`config.mk`:
```
export PLATFORM = sky130hd
export DESIGN_NAME = pito_imem_loader
export DESIGN_NICKNAME = d
export VERILOG_FILES = /design/src/rtl/pito_loader_pkg.sv /design/src/rtl/pito_loader_sum.sv /design/src/rtl/pito_imem_loader.sv
export SDC_FILE = /design/constraint.sdc
export NUM_CORES = 1
export LEC_CHECK = 0
export ABC_CLOCK_PERIOD_IN_PS = 9400
export CAP_MARGIN = 20
export CORE_ASPECT_RATIO = 1.2
export CORE_MARGIN = 1.5
export CORE_UTILIZATION = 45
export DETAILED_ROUTE_END_ITERATION = 8
export GPL_TIMING_DRIVEN = 1
export MAX_ROUTING_LAYER = met4
export PLACE_DENSITY = 0.66
export SLEW_MARGIN = 30
export SYNTH_ARGS = -nofsm -noshare
export SYNTH_HDL_FRONTEND = slang
export SYNTH_SLANG_ARGS = --single-unit
```
`constraint.sdc`:
```
create_clock -name clk -period 9.4 [get_ports clk]
set_input_delay 0.94 -clock clk [delete_from_list [all_inputs] [get_ports clk]]
set_output_delay 0.94 -clock clk [all_outputs]
set_load 0.01 [all_outputs]
```
`src/rtl/pito_loader_pkg.sv`:
```
// rtl/pito_loader_pkg.sv - shared state type and width defaults for the pito imem loader
package pito_loader_pkg;

    localparam int LOADER_ADDR_W = 12;
    localparam int LOADER_DATA_W = 32;

    typedef enum logic [2:0] {
        ST_IDLE,
        ST_LOAD,
        ST_DRAIN,
        ST_VERIFY,
        ST_DONE
    } loader_state_e;

endpackage

```
`src/rtl/pito_loader_sum.sv`:
```
// rtl/pito_loader_sum.sv - modular accumulator with clear and enable
module pito_loader_sum
    import pito_loader_pkg::*;
#(
    parameter int DATA_W = LOADER_DATA_W
) (
    input  logic              clk,
    input  logic              rst,
    input  logic              clr,
    input  logic              en,
    input  logic [DATA_W-1:0] din,
    output logic [DATA_W-1:0] sum
);

    always_ff @(posedge clk) begin
        if (rst || clr) begin
            sum <= '0;
        end else if (en) begin
            sum <= sum + din;
        end
    end

endmodule

```
`src/rtl/pito_imem_loader.sv`:
```
// rtl/pito_imem_loader.sv - streams host words into imem, reads them back and checks the sum
module pito_imem_loader
    import pito_loader_pkg::*;
#(
    parameter int ADDR_W = LOADER_ADDR_W,
    parameter int DATA_W = LOADER_DATA_W
) (
    input  logic              clk,
    input  logic              rst,
    input  logic              ld_start,
    input  logic [ADDR_W-1:0] ld_base,
    input  logic [ADDR_W:0]   ld_len,
    input  logic [DATA_W-1:0] ld_data,
    input  logic              ld_valid,
    output logic              ld_ready,
    output logic              ld_busy,
    output logic              ld_done,
    output logic              ld_err,
    output logic              imem_we,
    output logic              imem_re,
    output logic [ADDR_W-1:0] imem_addr,
    output logic [DATA_W-1:0] imem_wdata,
    input  logic [DATA_W-1:0] imem_rdata,
    output logic              core_hold
);

    localparam logic [ADDR_W+1:0] MEM_WORDS = {2'b01, {ADDR_W{1'b0}}};
    localparam logic [ADDR_W:0]   IDX_ONE   = {{ADDR_W{1'b0}}, 1'b1};

    loader_state_e     state, state_next;
    logic [ADDR_W-1:0] base;
    logic [ADDR_W:0]   len;
    logic [ADDR_W:0]   widx;
    logic [ADDR_W:0]   ridx;
    logic              rvalid;
    logic [DATA_W-1:0] wsum;
    logic [DATA_W-1:0] rsum;
    logic [DATA_W-1:0] rsum_final;
    logic [ADDR_W+1:0] range_end;
    logic              start_seen;
    logic              range_bad;
    logic              hs;
    logic              last_write;
    logic              rd_issue;
    logic              last_read;
    logic              mismatch;

    // Two extra bits so base + len can be compared against the memory size without wrapping.
    assign range_end  = {2'b00, ld_base} + {1'b0, ld_len};
    assign range_bad  = range_end > MEM_WORDS;
    assign start_seen = (state == ST_IDLE) && ld_start;

    assign ld_ready   = !rst && (state == ST_LOAD) && (widx < len);
    assign hs         = ld_valid && ld_ready;
    assign last_write = hs && ((widx + IDX_ONE) == len);

    // The first read leaves from DRAIN so it lands on the bus the cycle after the last write.
    assign rd_issue   = (state == ST_DRAIN) || ((state == ST_VERIFY) && (ridx < len));
    assign last_read  = (state == ST_VERIFY) && rvalid && !imem_re;
    assign rsum_final = rsum + imem_rdata;
    assign mismatch   = rsum_final != wsum;

    always_comb begin
        state_next = state;
        case (state)
            ST_IDLE: begin
                if (ld_start && !range_bad) begin
                    state_next = (ld_len == '0) ? ST_DONE : ST_LOAD;
                end
            end
            ST_LOAD:   if (last_write) state_next = ST_DRAIN;
            ST_DRAIN:  state_next = ST_VERIFY;
            ST_VERIFY: if (last_read) state_next = ST_DONE;
            ST_DONE:   state_next = ST_IDLE;
            default:   state_next = ST_IDLE;
        endcase
    end

    always_ff @(posedge clk) begin
        if (rst) begin
            state <= ST_IDLE;
        end else begin
            state <= state_next;
        end
    end

    always_ff @(posedge clk) begin
        if (rst) begin
            base   <= '0;
            len    <= '0;
            widx   <= '0;
            ridx   <= '0;
            rvalid <= 1'b0;
        end else begin
            rvalid <= imem_re;
            if (start_seen) begin
                base <= ld_base;
                len  <= ld_len;
                widx <= '0;
                ridx <= '0;
            end
            if (hs) begin
                widx <= widx + IDX_ONE;
            end
            if (rd_issue) begin
                ridx <= ridx + IDX_ONE;
            end
        end
    end

    pito_loader_sum #(.DATA_W(DATA_W)) u_wsum (
        .clk (clk),
        .rst (rst),
        .clr (start_seen),
        .en  (hs),
        .din (ld_data),
        .sum (wsum)
    );

    pito_loader_sum #(.DATA_W(DATA_W)) u_rsum (
        .clk (clk),
        .rst (rst),
        .clr (start_seen),
        .en  (rvalid),
        .din (imem_rdata),
        .sum (rsum)
    );

    always_ff @(posedge clk) begin
        if (rst) begin
            ld_busy    <= 1'b0;
            ld_done    <= 1'b0;
            ld_err     <= 1'b0;
            imem_we    <= 1'b0;
            imem_re    <= 1'b0;
            imem_addr  <= '0;
            imem_wdata <= '0;
            core_hold  <= 1'b1;
        end else begin
            ld_busy <= (state_next != ST_IDLE);
            ld_done <= 1'b0;
            ld_err  <= 1'b0;
            imem_we <= 1'b0;
            imem_re <= 1'b0;
            if (start_seen && range_bad) begin
                ld_err <= 1'b1;
            end
            if (start_seen && !range_bad) begin
                if (ld_len == '0) begin
                    ld_done   <= 1'b1;
                    core_hold <= 1'b0;
                end else begin
                    core_hold <= 1'b1;
                end
            end
            if (hs) begin
                imem_we    <= 1'b1;
                imem_addr  <= base + widx[ADDR_W-1:0];
                imem_wdata <= ld_data;
            end
            if (rd_issue) begin
                imem_re   <= 1'b1;
                imem_addr <= base + ridx[ADDR_W-1:0];
            end
            // The final read word is folded in here rather than waiting a cycle for rsum.
            if (last_read) begin
                ld_done   <= 1'b1;
                ld_err    <= mismatch;
                core_hold <= mismatch;
            end
        end
    end

endmodule

```
Yosys cells after proc, flatten, opt, wreduce, memory -nomap -nowiden. Cells that the tools add are included.

Flip-flop bits (word level): 169. Bits of input ports: 93. Output and inout port bits: 51. Word-level logic and storage cells: 74.

Add/sub/neg operators: 7. $lt $le $gt $ge: 3. Eq/ne operators: 5. Muxes and demuxes: 20. Reduce and logical (&&, ||, !) cells: 23.

Operator list (count): 32-bit adder (2); 13-bit 2-to-1 mux (3); 32-bit != test (1); 13-bit by 1-bit adder with 13-bit output (second input constant) (2); 13-bit < comparator (2); 12-bit adder (2); 12-bit 2-to-1 mux (2); 12-bit by 13-bit adder with 14-bit output (1); 14-bit by 13-bit greater-than comparator with 1-bit output (second input constant) (1); 13-bit equality test (1); 13-bit logical NOT (1); 3-bit 2-to-1 mux (4); 3-bit case mux with 4 select lines (1); 1-bit logical AND (11); 1-bit 2-to-1 mux (10); 2-bit nonzero test (4); 3-bit by 2-bit equality test with 1-bit output (second input constant) (2); 3-bit by 1-bit equality test with 1-bit output (second input constant) (1); 1-bit logical NOT (3); 3-bit logical NOT (1); 3-bit nonzero test (1); 1-bit logical OR (2).

Depth between registers and ports, before layout.
Depth after elaboration: 8. Mapped depth: 25. Gate-level depth less buffers: 24.

Hierarchy. A second synthesis with hierarchy kept.

Cell total of the unflattened synthesis: 1869. Area total of the unflattened synthesis: 14340.0 um^2.

By module, submodules not included: pito_imem_loader (times used 1, cells an instance 1109, area an instance 8409.3 um^2, seq. area each 2102.0 um^2); pito_loader_sum (times used 2, cells an instance 380, area an instance 2965.3 um^2, seq. area each 640.6 um^2).

Worst setup path after synthesis. No wires, ideal clock.

Kind: register to register. Start point: reg len[1]. End point: reg imem_addr[11]. Setup time: 0.125 ns. Arrival time: 4.529 ns. Data required time: 9.275 ns. Path slack: 4.746 ns. Cell stages (with the launch flop): 23. Path buffers: 1. Period minus slack after synthesis: 4.654 ns. Cells stage by stage: dfxtp_1 -> inv_1 -> ha_1 -> a21o_1 -> a21o_1 -> a21o_1 -> a21o_1 -> a2111oi_4 -> o21ai_2 -> clkbuf_1 -> mux2_2 -> ha_1 -> a21o_1 -> a21oi_1 -> o21ai_0 -> a21oi_1 -> nand2b_1 -> a21boi_0 -> o31a_1 -> o41ai_1 -> xnor3_1 -> nor2_1 -> o32ai_1.

Word-level cells in the longest chain between the ends: 4. Elaborated cells on any way between the ends: 8. Those cells by class: order compare: 2; mux: 1; reduce/logical: 5.

RTL lines: start: declaration (RTL line pito_imem_loader.sv:32) `logic [ADDR_W:0] len;`; start signal: assignment (RTL line pito_imem_loader.sv:98) `len <= ld_len;`; 13-bit < comparator, on equally long branches (RTL line pito_imem_loader.sv:58, pito_imem_loader.sv:53); 1-bit logical AND, on equally long branches (RTL line pito_imem_loader.sv:58, pito_imem_loader.sv:53); 1-bit logical OR / 1-bit logical AND (equally long branches) (RTL line pito_imem_loader.sv:58, pito_imem_loader.sv:54); 12-bit 2-to-1 mux / 2-bit nonzero test (equally long branches); end signal: assignment (RTL line pito_imem_loader.sv:158) `imem_addr <= base + widx[ADDR_W-1:0];`; end signal: assignment (RTL line pito_imem_loader.sv:163) `imem_addr <= base + ridx[ADDR_W-1:0];`; end: declaration (RTL line pito_imem_loader.sv:21) `output logic [ADDR_W-1:0] imem_addr,`.

Parallel ways exist; a longest one is shown, timed or not. A chain may end at the register's enable or synchronous reset.

Worst setup path in the final report. Ends and elaborated chain as after synthesis.

==> metrics.txt <==
status=complete, no violations; worst min-delay path class=flip-flop to flip-flop; Final Max Slew Viols=0; Critical Path RT=about 10 ns; CP peak stage delay=0.49 ns; EDFF count, synth=0; Seq/Total Area, Yosys=27.0%; warnings from Yosys=0; crit start category=flip-flop; Rows=66; CTS clk-pin slew, worst paths=0.08 ns; Comb pwr share=18.2%; post-synth net total=between 1.5k and 2k; met1 Usage GRT=about a third; top_reg_cell synth=dfxtp_1; GRT Total Usage=28.0%; GRT met3 Usage=under 10%; PortBufs=143; vias per std cell=5.81; die area=0.0289 sq mm; clk_skew=0.0142 ns; post_cts resized=0; global-route wire length before repair=a little over 60000 microns; multi-input logic area=0.00866 sq mm; Tmin final=4.96 ns; cell at the slowest stage of the critical path=o41ai_1; register area=0.00338 sq mm; WL/cell=19.3 microns; Critical Path AT=5.32 ns; TritonRoute pass-1 iters=5; sequential power share=42.5%; Pint=0.00122 W; Longest Clk Path Bufs=2; Top cell by count, worst path=a21o_1; most common cell in the synthesized netlist=nand2_1; Sink Count=169; grt total ovfl=0; maxcap violations=0; die height=186 microns; GR peak layer=met2; Crit Path Category=flip-flop to flip-flop; worst-margin pin slew=0.869 ns; Period Utilization, post-route=52.7%; Synth area leader=dfxtp_1; largest net degree at the start of global routing=79; CP Max Fanout=10; Post-DP HPWL=30400 microns; gate count of the mapped netlist=between 1.5k and 2k; Max-Slew Margin vs Limit=~42%; Detailed Route Iter0 Violations=638; M2 GR Usage=49.4%; Final Wtd Congestion=0.962; post-route ant nets=0; Pwr Density=119 mW/mm^2; RSZ-0062 raised after global routing=false; Syn Area/Cell=7.85 sq um; final WL=just under 40000 microns; vias in the first global route=11.5k; antenna violations before repair=0; Commonest cells post-synth=248 x nand2_1, 197 x a21oi_1, 169 x dfxtp_1; core area=~0.027 sq mm; # DRC=0; worst vdd ir=0.0835 mV; final net count=approximately 1.9k; Setup TNS=0 ns; CTS buffer count=17; chip width=155 microns; latest clock arrival within the worst-skew pair=0.45 ns; via count=11.9k; P&R area growth vs syn=17.2%; synthesized area=~0.013 sq mm; top cell type's share of synthesized area=27.0%; Final Hold Vio Count=0; switching share of power=between 30% and 40%; Ports=144; final core occ=54.0%; leakage=5.89 nW; CP cell instances=inv_1 -> ha_1 -> a21o_1 -> a21o_1 -> a21o_1 -> a21o_1 -> a2111oi_4 -> o21ai_2 -> mux2_2 -> ha_1 -> a21o_1 -> a21oi_1 -> o21ai_0 -> a21oi_1 -> nand2b_1 -> a21boi_0 -> o31a_1 -> o41ai_1 -> xnor3_1 -> nor2_1 -> o32ai_1; Fill cells=2614; Ant. Diodes=0; Synth async-reset ratio=0%; #FFs+latches synth=169; total power=0.00175 W; Initial Util=46.0%; share of cells above drive strength 1=around 5%; Sw Pwr=0.000534 W; post-synth cell types=86; Clock power frac=39.3%; root buffer cell=clkbuf_16; TritonCTS clock tree=done; final setup violation count=0; H-tree levels=4; synth top area cells=dfxtp_1 27%, ha_1 11%, a21oi_1 7.9%; crit path capture type=flip-flop; Hold Buf Count CTS=0; setup bufs post-CTS=0; Max Clock Freq=202 MHz
layout make-up:
| cell class | instances | area share [%] |
|---|---|---|
| clock buffer | 17 | 2.89 |
| inverter | 46 | 1.17 |
| sequential | 169 | 23.0 |
| tap | 340 | 2.89 |
| multi-input combinational | 1304 | 58.9 |
| timing repair buffer | 152 | 10.2 |
| clock inverter | 15 | 0.936 |
flip-flops by register name, summed over array words and instances, names as in the netlist:
signal,cells
base,12
core_hold,1
imem_addr,12
imem_re,1
imem_wdata,32
imem_we,1
ld_busy,1
ld_done,1
ld_err,1
len,13
ridx,13
rvalid,1
state,3
u_rsum.sum,32
u_wsum.sum,32
widx,13
through the flow:
stage | worst slack (ns) | std cells | instance area (sq um) | hold WS [ns]
2_1_floorplan | 4.75 | 1598 | 12500 | 0.436
3_3_place_gp | 4.17 | 2011 | 14100 | 0.439
3_5_place_dp | 4.17 | 2011 | 14100 | 0.447
4_1_cts | 4.43 | 2043 | 14700 | 0.457
5_1_grt | 4.09 | 2043 | 14700 | 0.472
6_report | 4.44 | 2043 | 14700 | 0.456
path summary, 6_finish.rpt:
path / depth (start not counted) / to / startpoint / slack [ns]
min reg2reg: 2 / imem_wdata[0] / imem_wdata[0] / 0.46
min: 2 / imem_wdata[0] / imem_wdata[0] / 0.46
max reg2reg: 21 / imem_addr[11] / len[1] / 4.44
max: 21 / imem_addr[11] / len[1] / 4.44
logic make-up (layout without fill, tap and decap cells):
logic type,count (synthesis),after routing,share of synthesized area (%)
simple gates,574,574,21.2
compound gates,458,458,23.3
flops,169,169,27.0
buf+inv,125,230,4.01
xor+xnor,118,118,9.50
fa+ha+maj,116,116,11.8
mux,38,38,3.15
critical path: cells and delay by family (launching register included):
family          cells  cell delay [ns]
compound gates     14             3.16
fa+ha+maj           2             0.56
flops               1             0.36
mux                 1             0.32
xor+xnor            1             0.22
simple gates        2             0.17
buf+inv             1             0.07
cell usage in the layout, fill, tap and decap left out, types with 18 or more instances in the layout:
cell and n:
nor2_1 126, clkdlybuf4s50_1 142, o21a_1 23, nand3_1 25, a21oi_1 197, dfxtp_1 169, inv_1 45, and3_1 29
a211oi_1 21, o21ai_0 69, or3_1 18, xor2_1 42, mux2i_1 26, a21o_1 38, ha_1 112, nor3_1 27
xnor2_1 65, nand2_1 248
power groups by stage:
stage | combinational, W | sequential [W] | clock [W]
2_1_floorplan | 0.000200 | 0.000759 | 0
3_3_place_gp | 0.000314 | 0.000762 | 0
3_5_place_dp | 0.000317 | 0.000762 | 0
4_1_cts | 0.000318 | 0.000745 | 0.000701
5_1_grt | 0.000349 | 0.000747 | 0.000729
6_report | 0.000319 | 0.000745 | 0.000689
metal layers:
metal	wire, microns	share of wire, %	vias up
met1	16600	42	5578
met5	0	0	-
met2	19700	50	318
met4	1680	4.3	0
li1	-	-	5893
met3	1460	3.7	80
Power figures use the tool's default switching activity.
